$ cat src/rtl/key_entry_if.sv
// Key-entry bus: decoder-side key events in, calculator-facing operands and display out.
interface key_entry_if;
  logic [511:0] key_down;
  logic [8:0]   last_change;
  logic         key_valid;
  logic [6:0]   operand_a;
  logic [6:0]   operand_b;
  logic [1:0]   opcode;
  logic         calc_go;
  logic [1:0]   entry_state;
  logic [15:0]  disp;

  modport master (
    output key_down, last_change, key_valid,
    input  operand_a, operand_b, opcode, calc_go, entry_state, disp
  );

  modport slave (
    input  key_down, last_change, key_valid,
    output operand_a, operand_b, opcode, calc_go, entry_state, disp
  );
endinterface

$ cat src/rtl/key_entry_fsm.sv
// Key-entry sequencer: collects operand A, operator, operand B and Enter from PS/2 make
// events, keeps operands/opcode/display registered and pulses calc_go on commit.
module key_entry_fsm #(
  parameter bit         KEYPAD_EN  = 1'b1,
  parameter logic [8:0] ENTER_CODE = 9'h05A,
  parameter logic [8:0] ESC_CODE   = 9'h076
) (
  input logic        clk,
  input logic        rst,
  key_entry_if.slave bus
);

  typedef enum logic [1:0] {
    StAEntry = 2'b00,
    StBEntry = 2'b01,
    StResult = 2'b10
  } state_e;

  // {valid, value}; keypad codes only count when KEYPAD_EN is set
  function automatic logic [4:0] decode_digit(input logic [8:0] code);
    logic [4:0] r;
    r = 5'b0;
    case (code)
      9'h045: r = {1'b1, 4'd0};
      9'h016: r = {1'b1, 4'd1};
      9'h01E: r = {1'b1, 4'd2};
      9'h026: r = {1'b1, 4'd3};
      9'h025: r = {1'b1, 4'd4};
      9'h02E: r = {1'b1, 4'd5};
      9'h036: r = {1'b1, 4'd6};
      9'h03D: r = {1'b1, 4'd7};
      9'h03E: r = {1'b1, 4'd8};
      9'h046: r = {1'b1, 4'd9};
      9'h070: r = {KEYPAD_EN, 4'd0};
      9'h069: r = {KEYPAD_EN, 4'd1};
      9'h072: r = {KEYPAD_EN, 4'd2};
      9'h07A: r = {KEYPAD_EN, 4'd3};
      9'h06B: r = {KEYPAD_EN, 4'd4};
      9'h073: r = {KEYPAD_EN, 4'd5};
      9'h074: r = {KEYPAD_EN, 4'd6};
      9'h06C: r = {KEYPAD_EN, 4'd7};
      9'h075: r = {KEYPAD_EN, 4'd8};
      9'h07D: r = {KEYPAD_EN, 4'd9};
      default: r = 5'b0;
    endcase
    return r;
  endfunction

  // {valid, opcode}
  function automatic logic [2:0] decode_op(input logic [8:0] code);
    logic [2:0] r;
    r = 3'b0;
    case (code)
      9'h079: r = {1'b1, 2'b00};
      9'h07B: r = {1'b1, 2'b01};
      9'h07C: r = {1'b1, 2'b10};
      default: r = 3'b0;
    endcase
    return r;
  endfunction

  // Two-digit display field; unused tens (or both digits) shown blank
  function automatic logic [7:0] field(input logic [1:0] cnt, input logic [3:0] hi,
                                       input logic [3:0] lo);
    logic [7:0] r;
    case (cnt)
      2'd0:    r = 8'hFF;
      2'd1:    r = {4'hF, lo};
      default: r = {hi, lo};
    endcase
    return r;
  endfunction

  state_e      state_q, state_d;
  logic [6:0]  a_q, a_d, b_q, b_d;
  logic [1:0]  a_cnt_q, a_cnt_d, b_cnt_q, b_cnt_d;
  logic [3:0]  a_hi_q, a_hi_d, a_lo_q, a_lo_d;
  logic [3:0]  b_hi_q, b_hi_d, b_lo_q, b_lo_d;
  logic [1:0]  opcode_q, opcode_d;
  logic        go_q, go_d;
  logic [15:0] disp_q, disp_d;

  logic       press;
  logic [4:0] dig_dec;
  logic [2:0] op_dec;
  logic       dig_v, op_v;
  logic [3:0] dig;
  logic [1:0] op_val;

  assign press   = bus.key_valid & bus.key_down[bus.last_change];
  assign dig_dec = decode_digit(bus.last_change);
  assign op_dec  = decode_op(bus.last_change);
  assign dig_v   = dig_dec[4];
  assign dig     = dig_dec[3:0];
  assign op_v    = op_dec[2];
  assign op_val  = op_dec[1:0];

  always_comb begin
    state_d  = state_q;
    a_d      = a_q;
    b_d      = b_q;
    a_cnt_d  = a_cnt_q;
    b_cnt_d  = b_cnt_q;
    a_hi_d   = a_hi_q;
    a_lo_d   = a_lo_q;
    b_hi_d   = b_hi_q;
    b_lo_d   = b_lo_q;
    opcode_d = opcode_q;
    go_d     = 1'b0;

    if (press) begin
      if (bus.last_change == ESC_CODE) begin
        state_d  = StAEntry;
        a_d      = 7'd0;
        b_d      = 7'd0;
        a_cnt_d  = 2'd0;
        b_cnt_d  = 2'd0;
        a_hi_d   = 4'd0;
        a_lo_d   = 4'd0;
        b_hi_d   = 4'd0;
        b_lo_d   = 4'd0;
        opcode_d = 2'b00;
      end else begin
        case (state_q)
          StAEntry: begin
            if (dig_v && a_cnt_q != 2'd2) begin
              a_d     = a_q * 7'd10 + {3'b0, dig};
              a_hi_d  = a_lo_q;
              a_lo_d  = dig;
              a_cnt_d = a_cnt_q + 2'd1;
            end else if (op_v && a_cnt_q != 2'd0) begin
              opcode_d = op_val;
              state_d  = StBEntry;
            end
          end
          StBEntry: begin
            if (dig_v && b_cnt_q != 2'd2) begin
              b_d     = b_q * 7'd10 + {3'b0, dig};
              b_hi_d  = b_lo_q;
              b_lo_d  = dig;
              b_cnt_d = b_cnt_q + 2'd1;
            end else if (op_v && b_cnt_q == 2'd0) begin
              opcode_d = op_val;
            end else if (bus.last_change == ENTER_CODE && b_cnt_q != 2'd0) begin
              state_d = StResult;
              go_d    = 1'b1;
            end
          end
          StResult: begin
            // A new digit starts a fresh expression with that digit as operand A
            if (dig_v) begin
              state_d  = StAEntry;
              a_d      = {3'b0, dig};
              a_hi_d   = 4'd0;
              a_lo_d   = dig;
              a_cnt_d  = 2'd1;
              b_d      = 7'd0;
              b_hi_d   = 4'd0;
              b_lo_d   = 4'd0;
              b_cnt_d  = 2'd0;
              opcode_d = 2'b00;
            end
          end
          default: state_d = StAEntry;
        endcase
      end
    end

    if (state_d == StAEntry) begin
      disp_d = {8'hFF, field(a_cnt_d, a_hi_d, a_lo_d)};
    end else begin
      disp_d = {field(a_cnt_d, a_hi_d, a_lo_d), field(b_cnt_d, b_hi_d, b_lo_d)};
    end
  end

  always_ff @(posedge clk or posedge rst) begin
    if (rst) begin
      state_q  <= StAEntry;
      a_q      <= 7'd0;
      b_q      <= 7'd0;
      a_cnt_q  <= 2'd0;
      b_cnt_q  <= 2'd0;
      a_hi_q   <= 4'd0;
      a_lo_q   <= 4'd0;
      b_hi_q   <= 4'd0;
      b_lo_q   <= 4'd0;
      opcode_q <= 2'b00;
      go_q     <= 1'b0;
      disp_q   <= 16'hFFFF;
    end else begin
      state_q  <= state_d;
      a_q      <= a_d;
      b_q      <= b_d;
      a_cnt_q  <= a_cnt_d;
      b_cnt_q  <= b_cnt_d;
      a_hi_q   <= a_hi_d;
      a_lo_q   <= a_lo_d;
      b_hi_q   <= b_hi_d;
      b_lo_q   <= b_lo_d;
      opcode_q <= opcode_d;
      go_q     <= go_d;
      disp_q   <= disp_d;
    end
  end

  assign bus.operand_a   = a_q;
  assign bus.operand_b   = b_q;
  assign bus.opcode      = opcode_q;
  assign bus.calc_go     = go_q;
  assign bus.entry_state = state_q;
  assign bus.disp        = disp_q;

endmodule

$ cat src/flat_wrapper.sv
// flat-port wrapper written by rule: the top's interface ports become plain ports
module key_entry_fsm_flat 
#(
  parameter bit         KEYPAD_EN  = 1'b1,
  parameter logic [8:0] ENTER_CODE = 9'h05A,
  parameter logic [8:0] ESC_CODE   = 9'h076
)
  (clk, rst, bus_key_down, bus_last_change, bus_key_valid, bus_operand_a, bus_operand_b, bus_opcode, bus_calc_go, bus_entry_state, bus_disp);
  key_entry_if bus_i ();
  input logic clk;
  input logic rst;
  input wire logic [$bits(bus_i.key_down)-1:0] bus_key_down;
  input wire logic [$bits(bus_i.last_change)-1:0] bus_last_change;
  input wire logic [$bits(bus_i.key_valid)-1:0] bus_key_valid;
  output wire logic [$bits(bus_i.operand_a)-1:0] bus_operand_a;
  output wire logic [$bits(bus_i.operand_b)-1:0] bus_operand_b;
  output wire logic [$bits(bus_i.opcode)-1:0] bus_opcode;
  output wire logic [$bits(bus_i.calc_go)-1:0] bus_calc_go;
  output wire logic [$bits(bus_i.entry_state)-1:0] bus_entry_state;
  output wire logic [$bits(bus_i.disp)-1:0] bus_disp;
  assign bus_i.key_down = bus_key_down;
  assign bus_i.last_change = bus_last_change;
  assign bus_i.key_valid = bus_key_valid;
  assign bus_operand_a = bus_i.operand_a;
  assign bus_operand_b = bus_i.operand_b;
  assign bus_opcode = bus_i.opcode;
  assign bus_calc_go = bus_i.calc_go;
  assign bus_entry_state = bus_i.entry_state;
  assign bus_disp = bus_i.disp;
  key_entry_fsm #(.KEYPAD_EN(KEYPAD_EN), .ENTER_CODE(ENTER_CODE), .ESC_CODE(ESC_CODE)) u_core (.clk(clk), .rst(rst), .bus(bus_i));
endmodule
$ cat config.mk
export PLATFORM = sky130hd
export DESIGN_NAME = key_entry_fsm_flat
export DESIGN_NICKNAME = d
export VERILOG_FILES = /design/src/rtl/key_entry_if.sv /design/src/rtl/key_entry_fsm.sv /design/src/flat_wrapper.sv
export SDC_FILE = /design/constraint.sdc
export NUM_CORES = 1
export LEC_CHECK = 0
export BUFFER_PORTS_ARGS = -buffer_cell sky130_fd_sc_hd__buf_2
export CORE_AREA = 8 8 209 211
export DETAILED_ROUTE_END_ITERATION = 8
export DIE_AREA = 0 0 217 219
export PLACE_DENSITY = 0.5
export SLEW_MARGIN = 20
export SYNTH_ARGS = -nofsm -noshare
export SYNTH_HDL_FRONTEND = slang
export SYNTH_SLANG_ARGS = --single-unit
export TNS_END_PERCENT = 20
$ cat constraint.sdc
create_clock -name clk -period 4.3 [get_ports clk]
set_input_delay 0.86 -clock clk [delete_from_list [all_inputs] [get_ports clk]]
set_output_delay 0.86 -clock clk [all_outputs]
set_load 0.02 [all_outputs]
# After elaboration in Yosys (flattened, before gate mapping)
# Index checks and enable logic that the tools add are counted.
dict set report word_totals {
  reg_bits 55
  output_inout_bits 35
  inputBits 524
  ramBits 0
  n_memories 0
  word_cells 153
  mem_bits_ro 0
  latchBits 0
}
dict set report classes {
  shifts 0
  mul 2
  n_bitwise 1
  n_addsub 4
  order_cmp 1
  n_reduce_logical 28
  n_div 0
  muxes 67
  eq_ne 38
}
# operator count
set ops {}
lappend ops {{9-bit by 7-bit equality test with 1-bit output (second input constant)} 17}
lappend ops {{4-bit 2-to-1 mux} 16}
lappend ops {{9-bit by 6-bit equality test with 1-bit output (second input constant)} 6}
lappend ops {{5-bit case mux with 10 select lines} 1}
lappend ops {{2-bit 2-to-1 mux} 22}
lappend ops {{7-bit 2-to-1 mux} 6}
lappend ops {{4-bit case mux with 2 select lines} 4}
lappend ops {{8-bit case mux with 2 select lines} 2}
lappend ops {{7-bit case mux with 2 select lines} 2}
lappend ops {{2-bit OR reduction} 10}
lappend ops {{9-bit by 5-bit equality test with 1-bit output (second input constant)} 2}
lappend ops {{16-bit 2-to-1 mux} 1}
lappend ops {{3-bit by 1-bit != test with 1-bit output (second input constant)} 5}
lappend ops {{7-bit by 4-bit adder with 7-bit output} 2}
lappend ops {{7-bit by 3-bit multiplier with 6-bit output (second input constant)} 2}
lappend ops {{2-bit case mux with 3 select lines} 2}
lappend ops {{2-bit logical NOT} 5}
lappend ops {{9-bit by 10-bit less-than comparator with 1-bit output (second input constant)} 1}
lappend ops {{1-bit binary-select mux with 9-bit select} 1}
lappend ops {{3-bit case mux with 3 select lines} 1}
lappend ops {{2-bit case mux with 2 select lines} 2}
lappend ops {{4-bit AND reduction} 2}
lappend ops {{1-bit 2-to-1 mux} 7}
lappend ops {{7-bit AND reduction} 1}
lappend ops {{other kinds (10)} 21}

# Longest topological paths before layout
dict set report depth {
  depth_word 11
  ltp_mapped 17
  depth_no_buf 12
}

# Worst setup path after synthesis
# OpenSTA, ideal clock, no wires.
dict set report synth_path {
  kind {input to register}
  start {input port bus_last_change[0]}
  end {register u_core.disp_q[0], in the netlist u_core.bus.disp[0]}
  n_path_buf 4
  arrival_time_ns 3.871
  setup_time_ns 0.083
  path_stages 14
  setup_slack_ns 0.345
  required_ns 4.217
  cell_sequence {buf_6 -> buf_2 -> buf_4 -> mux4_2 -> a22oi_1 -> a21oi_1 -> nor4_1 -> o221ai_1 -> a31o_1 -> and2_1 -> buf_6 -> o311ai_4 -> o221ai_2 -> o32a_1}
}
dict set report synth_between {
  elab_chain_cells 11
  word_cells_on_any_way 82
  cone_classes {eq/ne: 27; mux: 36; bitwise: 1; reduce/logical: 18}
}
# element line_no
set synth_lines {}
lappend synth_lines {{from (decl)} flat_wrapper.sv:13} ;# input wire logic [$bits(bus_i.last_change)-1:0] bus_last_change;
lappend synth_lines {{9-bit by 7-bit equality test with 1-bit output, or another cell as far along} key_entry_fsm.sv:23} ;# case (code)
lappend synth_lines {{2-bit OR reduction (no line)} --}
lappend synth_lines {{5-bit case mux with 10 select lines} key_entry_fsm.sv:23}
lappend synth_lines {{1-bit logical AND, on equally long branches} {key_entry_fsm.sv:137, key_entry_fsm.sv:126}}
lappend synth_lines {{2-bit 2-to-1 mux, on equally long branches} {key_entry_fsm.sv:137, key_entry_fsm.sv:126}}
lappend synth_lines {{2-bit case mux with 2 select lines} key_entry_fsm.sv:124} ;# case (state_q)
lappend synth_lines {{2-bit 2-to-1 mux} key_entry_fsm.sv:112} ;# if (bus.last_change == ESC_CODE) begin
lappend synth_lines {{2-bit 2-to-1 mux} key_entry_fsm.sv:111} ;# if (press) begin
lappend synth_lines {{2-bit by 1-bit equality test with 1-bit output / 2-bit logical NOT (equally long branches)} key_entry_fsm.sv:66} ;# case (cnt)
lappend synth_lines {{8-bit case mux with 2 select lines} key_entry_fsm.sv:66}
lappend synth_lines {{16-bit 2-to-1 mux (*)} key_entry_fsm.sv:169} ;# if (state_d == StAEntry) begin
lappend synth_lines {{named net u_core.disp_d[0]} key_entry_fsm.sv:81} ;# logic [15:0] disp_q, disp_d;
lappend synth_lines {{to (signal assigned)} key_entry_fsm.sv:202} ;# disp_q <= disp_d;
lappend synth_lines {{to (decl)} key_entry_fsm.sv:81}
# Mark *: on every way through the listed nets, which the timed path passes. The rest lies on a longest branch. The select of a mux whose other input is x is not followed.
# A chain may end at the register's enable or synchronous reset.

# Final worst setup path
dict set report layout_path {
  start {input port bus_last_change[1]}
  end {register u_core.disp_q[12], in the netlist u_core.bus.disp[12]}
}
dict set report layout_between {
  elab_chain_cells 11
  word_cells_on_any_way 69
  cone_classes {eq/ne: 26; mux: 25; bitwise: 1; reduce/logical: 17}
}
# element line_no
set layout_lines {}
lappend layout_lines {{9-bit by 7-bit equality test with 1-bit output, or another cell as far along} key_entry_fsm.sv:23}
lappend layout_lines {{2-bit OR reduction (no line)} --}
lappend layout_lines {{5-bit case mux with 10 select lines} key_entry_fsm.sv:23}
lappend layout_lines {{1-bit logical AND} key_entry_fsm.sv:126} ;# if (dig_v && a_cnt_q != 2'd2) begin
lappend layout_lines {{2-bit 2-to-1 mux} key_entry_fsm.sv:126}
lappend layout_lines {{2-bit case mux with 2 select lines} key_entry_fsm.sv:124}
lappend layout_lines {{2-bit 2-to-1 mux} key_entry_fsm.sv:112}
lappend layout_lines {{2-bit 2-to-1 mux} key_entry_fsm.sv:111}
lappend layout_lines {{2-bit by 1-bit equality test with 1-bit output / 2-bit logical NOT (equally long branches)} key_entry_fsm.sv:66}
lappend layout_lines {{8-bit case mux with 2 select lines} key_entry_fsm.sv:66}
lappend layout_lines {{16-bit 2-to-1 mux (*)} key_entry_fsm.sv:169}
lappend layout_lines {{named net u_core.disp_d[12]} key_entry_fsm.sv:81}
# Marks and branches as above.

==> summary.txt <==
Status
  • Status: complete, no violations

Yosys
  • Synthesized instance count: 764
  • Yosys top cell by area: mux4_2
  • Yosys cell types: 69
  • Top cell type's share of synthesized area: 0.320
  • Number of register bits inferred by synthesis: 55
  • Yosys warning count: 0
  • Fraction of synthesized area in multiplexers: 0.393
  • Largest family of logic cells by synthesized area: multiplexers
  • Area share of xor/xnor cells in the synthesized design: 0.0142
  • Most numerous cell in the Yosys netlist: mux4_2
  • Summed instance area of the synthesized netlist: 0.00802 mm^2
  • Synthesized-area fraction occupied by adder cells: 0.0443
  • Mean Syn Cell Area: 10.5 um^2
  • Share of the synthesized area in compound gates (AO/OA/AOI/OAI): 0.169
  • Synthesized-area fraction occupied by and/or/nand/nor cells: 0.134
  • Dominant cells by area after synthesis: mux4_2 32%, dfrtp_1 12%, mux2i_1 6.6%
  • Top FF cell, synth: dfrtp_1
  • Async set-reset flop share out of synthesis: 1.00
  • Sequential-to-total area share from yosys stat: 0.174
  • Most used standard cells in the synthesized netlist: 114 x mux4_2, 63 x nand2_1, 53 x mux2i_1
  • EDFF count, synth: 0
  • Net count of the mapped netlist: 1314

Global routing
  • Antenna violations before repair: 18
  • Global-route wire length before repair: 68.9 mm
  • Global route total overflow: 0
  • Largest net degree at the start of global routing: 38
  • Overall track demand over capacity in global routing: 0.191
  • Number of global-route vias before repair: 10800

Power and ir drop
  • Power per cell area: 216 mW/mm^2
  • Portion of total power attributed to sequential cells: 0.257
  • Part of the power in combinational logic: 0.568
  • PnR Total Power: 2.72 mW
  • Peak supply drop: 0.194 mV
  • Reported leakage power: 5.94 nW
  • Net switching power: 1.06 mW
  • Switching share of power: 0.388
  • Internal power: 1.66 mW
  • Clk pwr share: 0.175

Clock network
  • Clock tree from TritonCTS: yes
  • CTS buffer count: 5
  • Maximum count of clock buffers along a single path: 2
  • Clock input transition at the sequential cells of the worst setup and hold paths: 0.08 ns
  • Setup Fix Bufs, Post-CTS: 0
  • CTS sink cnt: 55
  • Source-to-sink clock delay at the later pin of the worst-skew pair: 0.30 ns
  • Clock root cell: clkbuf_16
  • Count of H-tree levels built during CTS: 2

Timing
  • Hold violation total from the final report: 0
  • Achievable frequency: 0.238 GHz
  • Final clock skew: 0.00714 ns
  • Max-Slew Margin vs Limit: 0.340
  • Tightest Pin Transition: 0.981 ns
  • Final WS setup: 0.0910 ns
  • Final hold slack: 0.470 ns
  • Ratio of final minimum period to clock period: 0.979
  • Number of max-slew violations in the final report: 0
  • Crit path time final: 4.21 ns
  • Setup repair after global routing missed its margin: no
  • Final setup vio count: 0

Setup path
  • Largest incremental delay on the critical path: 0.81 ns
  • Crit-path slowest cell: nor4_1
  • Data required time at the worst endpoint: 4.52 ns
  • Count of cells along the worst register-to-register path: 11
  • Most common cell type on the critical path: buf_4
  • Destination of the worst register-to-register timing path: u_core.bus.disp[12]$_DFF_PP1_
  • CP startpoint kind: input pin
  • Timing startpoint of the critical path: bus_last_change[1]
  • Critical path data arrival time: 4.43 ns
  • Type of destination of the critical path: register
  • Ordered cell list for the critical path: clkbuf_8 > buf_4 > and2_1 > and3_1 > a32o_1 > nor4_1 > a31oi_1 > buf_4 > a211o_1 > o2111ai_1 > o311ai_4 > buf_4 > or4b_1
  • Crit Path Max Fanout: 17
  • Last element of the critical path: u_core.bus.disp[12]$_DFF_PP1_
  • Type of the worst setup path: in -> reg
  • Origin of the critical flop-to-flop path: u_core.bus.entry_state[0]$_DFF_PP0_
  • Worst R2R Setup Slack: 1.13 ns

Placement
  • Final weighted congestion in routability-driven placement: 0.930
  • Final HPWL DP: 42.7 mm
  • Placed cells: 1947
  • Placement Setup Slack: -0.297 ns
  • Count of input and output buffers: 558

Finish
  • Filler cell count: 4355
  • Post-Route Utilization: 0.312
  • Area added between synthesis and finish: 57.1%
  • Footprint of the multi-input gates: 0.00607 mm^2
  • Post-layout nets: 1972
  • Non-filler cells in the finished layout: 1961
  • Sequential cell area in the final layout: 0.00140 mm^2
  • Share of layout cells above drive strength 1: 0.618

Routing
  • Iteration count of the initial detailed-routing pass: 5
  • Vias per cell: 4.87
  • Post-DR wirelength/cell: 24.3 um
  • Routed Wire Length: 47.7 mm
  • Number of nets with antenna violations after routing: 0
  • Total number of vias: 9551
  • Final routed DRC violation total: 0
  • Violation count after the first detailed-routing iteration: 617

Floorplanning
  • Die Width: 217 um
  • I/O pins: 559
  • Die area: 0.0475 mm^2
  • Effective utilization at floorplan: 0.199
  • Area of the placeable core: 0.0404 mm^2
  • Die H: 219 um
  • Site Rows: 74

Min path
  • Path class of the lowest-slack min-delay path: reg -> reg

Flow run
  • Max cap viols: 0
==> state kept, by name, summed over array words and instances (netlist names) <==
register                flops
u_core.bus.operand_a        7
u_core.b_lo_q               4
u_core.a_hi_q               4
u_core.a_lo_q               4
u_core.a_cnt_q              2
u_core.b_cnt_q              2
u_core.bus.operand_b        7
u_core.bus.disp            16
u_core.bus.opcode           2
u_core.bus.calc_go          1
u_core.bus.entry_state      2
u_core.b_hi_q               4
==> metal layers <==
metal,share of wire,GRT usage
met1,0.41,0.242
met2,0.49,0.331
met3,0.079,0.0419
met4,0.020,0.0390
met5,0.00097,0
==> power groups by stage <==
stage	combinational, mW	sequential (mW)	clock, mW
5_1_grt	1.69	0.713	0.510
2_1_floorplan	0.782	0.763	0
3_3_place_gp	1.53	0.714	0
4_1_cts	1.55	0.700	0.487
3_5_place_dp	1.54	0.709	0
6_report	1.54	0.699	0.475
==> logic make-up after synthesis <==
| group | after synthesis |
|---|---|
| and+or+nand+nor | 204 |
| AOI/OAI and AO/OA | 186 |
| muxes | 172 |
| buffers and inverters | 108 |
| xor gates and xnor gates | 13 |
| DFF | 55 |
| adders and majority gates | 26 |
==> area by class of cell <==
type | count | share of cell area
multi-input cells | 601 | 0.482
repair buffers | 721 | 0.329
flip-flops and latches | 55 | 0.111
well taps | 532 | 0.0528
inverters | 38 | 0.0113
clock buffers | 5 | 0.00993
clock inverters | 3 | 0.00358
diodes | 6 | 0.00119
==> worst max-delay path, delay by kind of cell <==
kind	cells	cell delay, ns
simple gates	4	1.65
compound gates	5	1.13
buf+inv	4	0.77
==> what timing repair did <==
item | in CTS | in global routing
hold buffers | 0 | 0
endpoints found under the hold margin | 0 | 0
endpoints found under the setup margin | 0 | 18
gates resized for setup | 0 | 5
==> through the flow <==
step,cell area (um^2),TNS [ns]
after floorplan,8020,0
after global placement,12400,-5.26
after detailed placement,12400,-5.46
after CTS,12600,0
after global routing,12600,0
final,12600,0
==> worst min path at each step <==
stage                                           from                    endpoint  slack [ns]  depth (start not counted)
after floorplan           u_core.b_hi_q[0]$_DFF_PP0_  u_core.b_hi_q[0]$_DFF_PP0_        0.44                          1
after global placement    u_core.b_hi_q[0]$_DFF_PP0_  u_core.b_hi_q[0]$_DFF_PP0_        0.46                          1
after CTS                 u_core.b_hi_q[0]$_DFF_PP0_  u_core.b_hi_q[0]$_DFF_PP0_        0.47                          1
after detailed placement  u_core.b_hi_q[1]$_DFF_PP0_  u_core.b_hi_q[1]$_DFF_PP0_        0.46                          1
after global routing      u_core.b_hi_q[1]$_DFF_PP0_  u_core.b_hi_q[1]$_DFF_PP0_        0.51                          1
final                     u_core.b_hi_q[0]$_DFF_PP0_  u_core.b_hi_q[0]$_DFF_PP0_        0.47                          1
==> placed cells by master (no fill, tap or decap), drive strengths merged, types with 7 or more instances in the layout <==
cell type and n:
nor3 7, ha 22, nand2 63, mux2i 53
mux4 114, o31ai 12, a21oi 23, nor2b 21
inv 39, nand3 17, dfrtp 39, nand4 8
dfstp 16, a22oi 30, xnor2 11, or2 9
a21o 8, buf 720, nand3b 7, nand2b 7
a31oi 10, a22o 11, and2 10, o21ai 31
nor2 27
(Power assumes the default switching activity.)
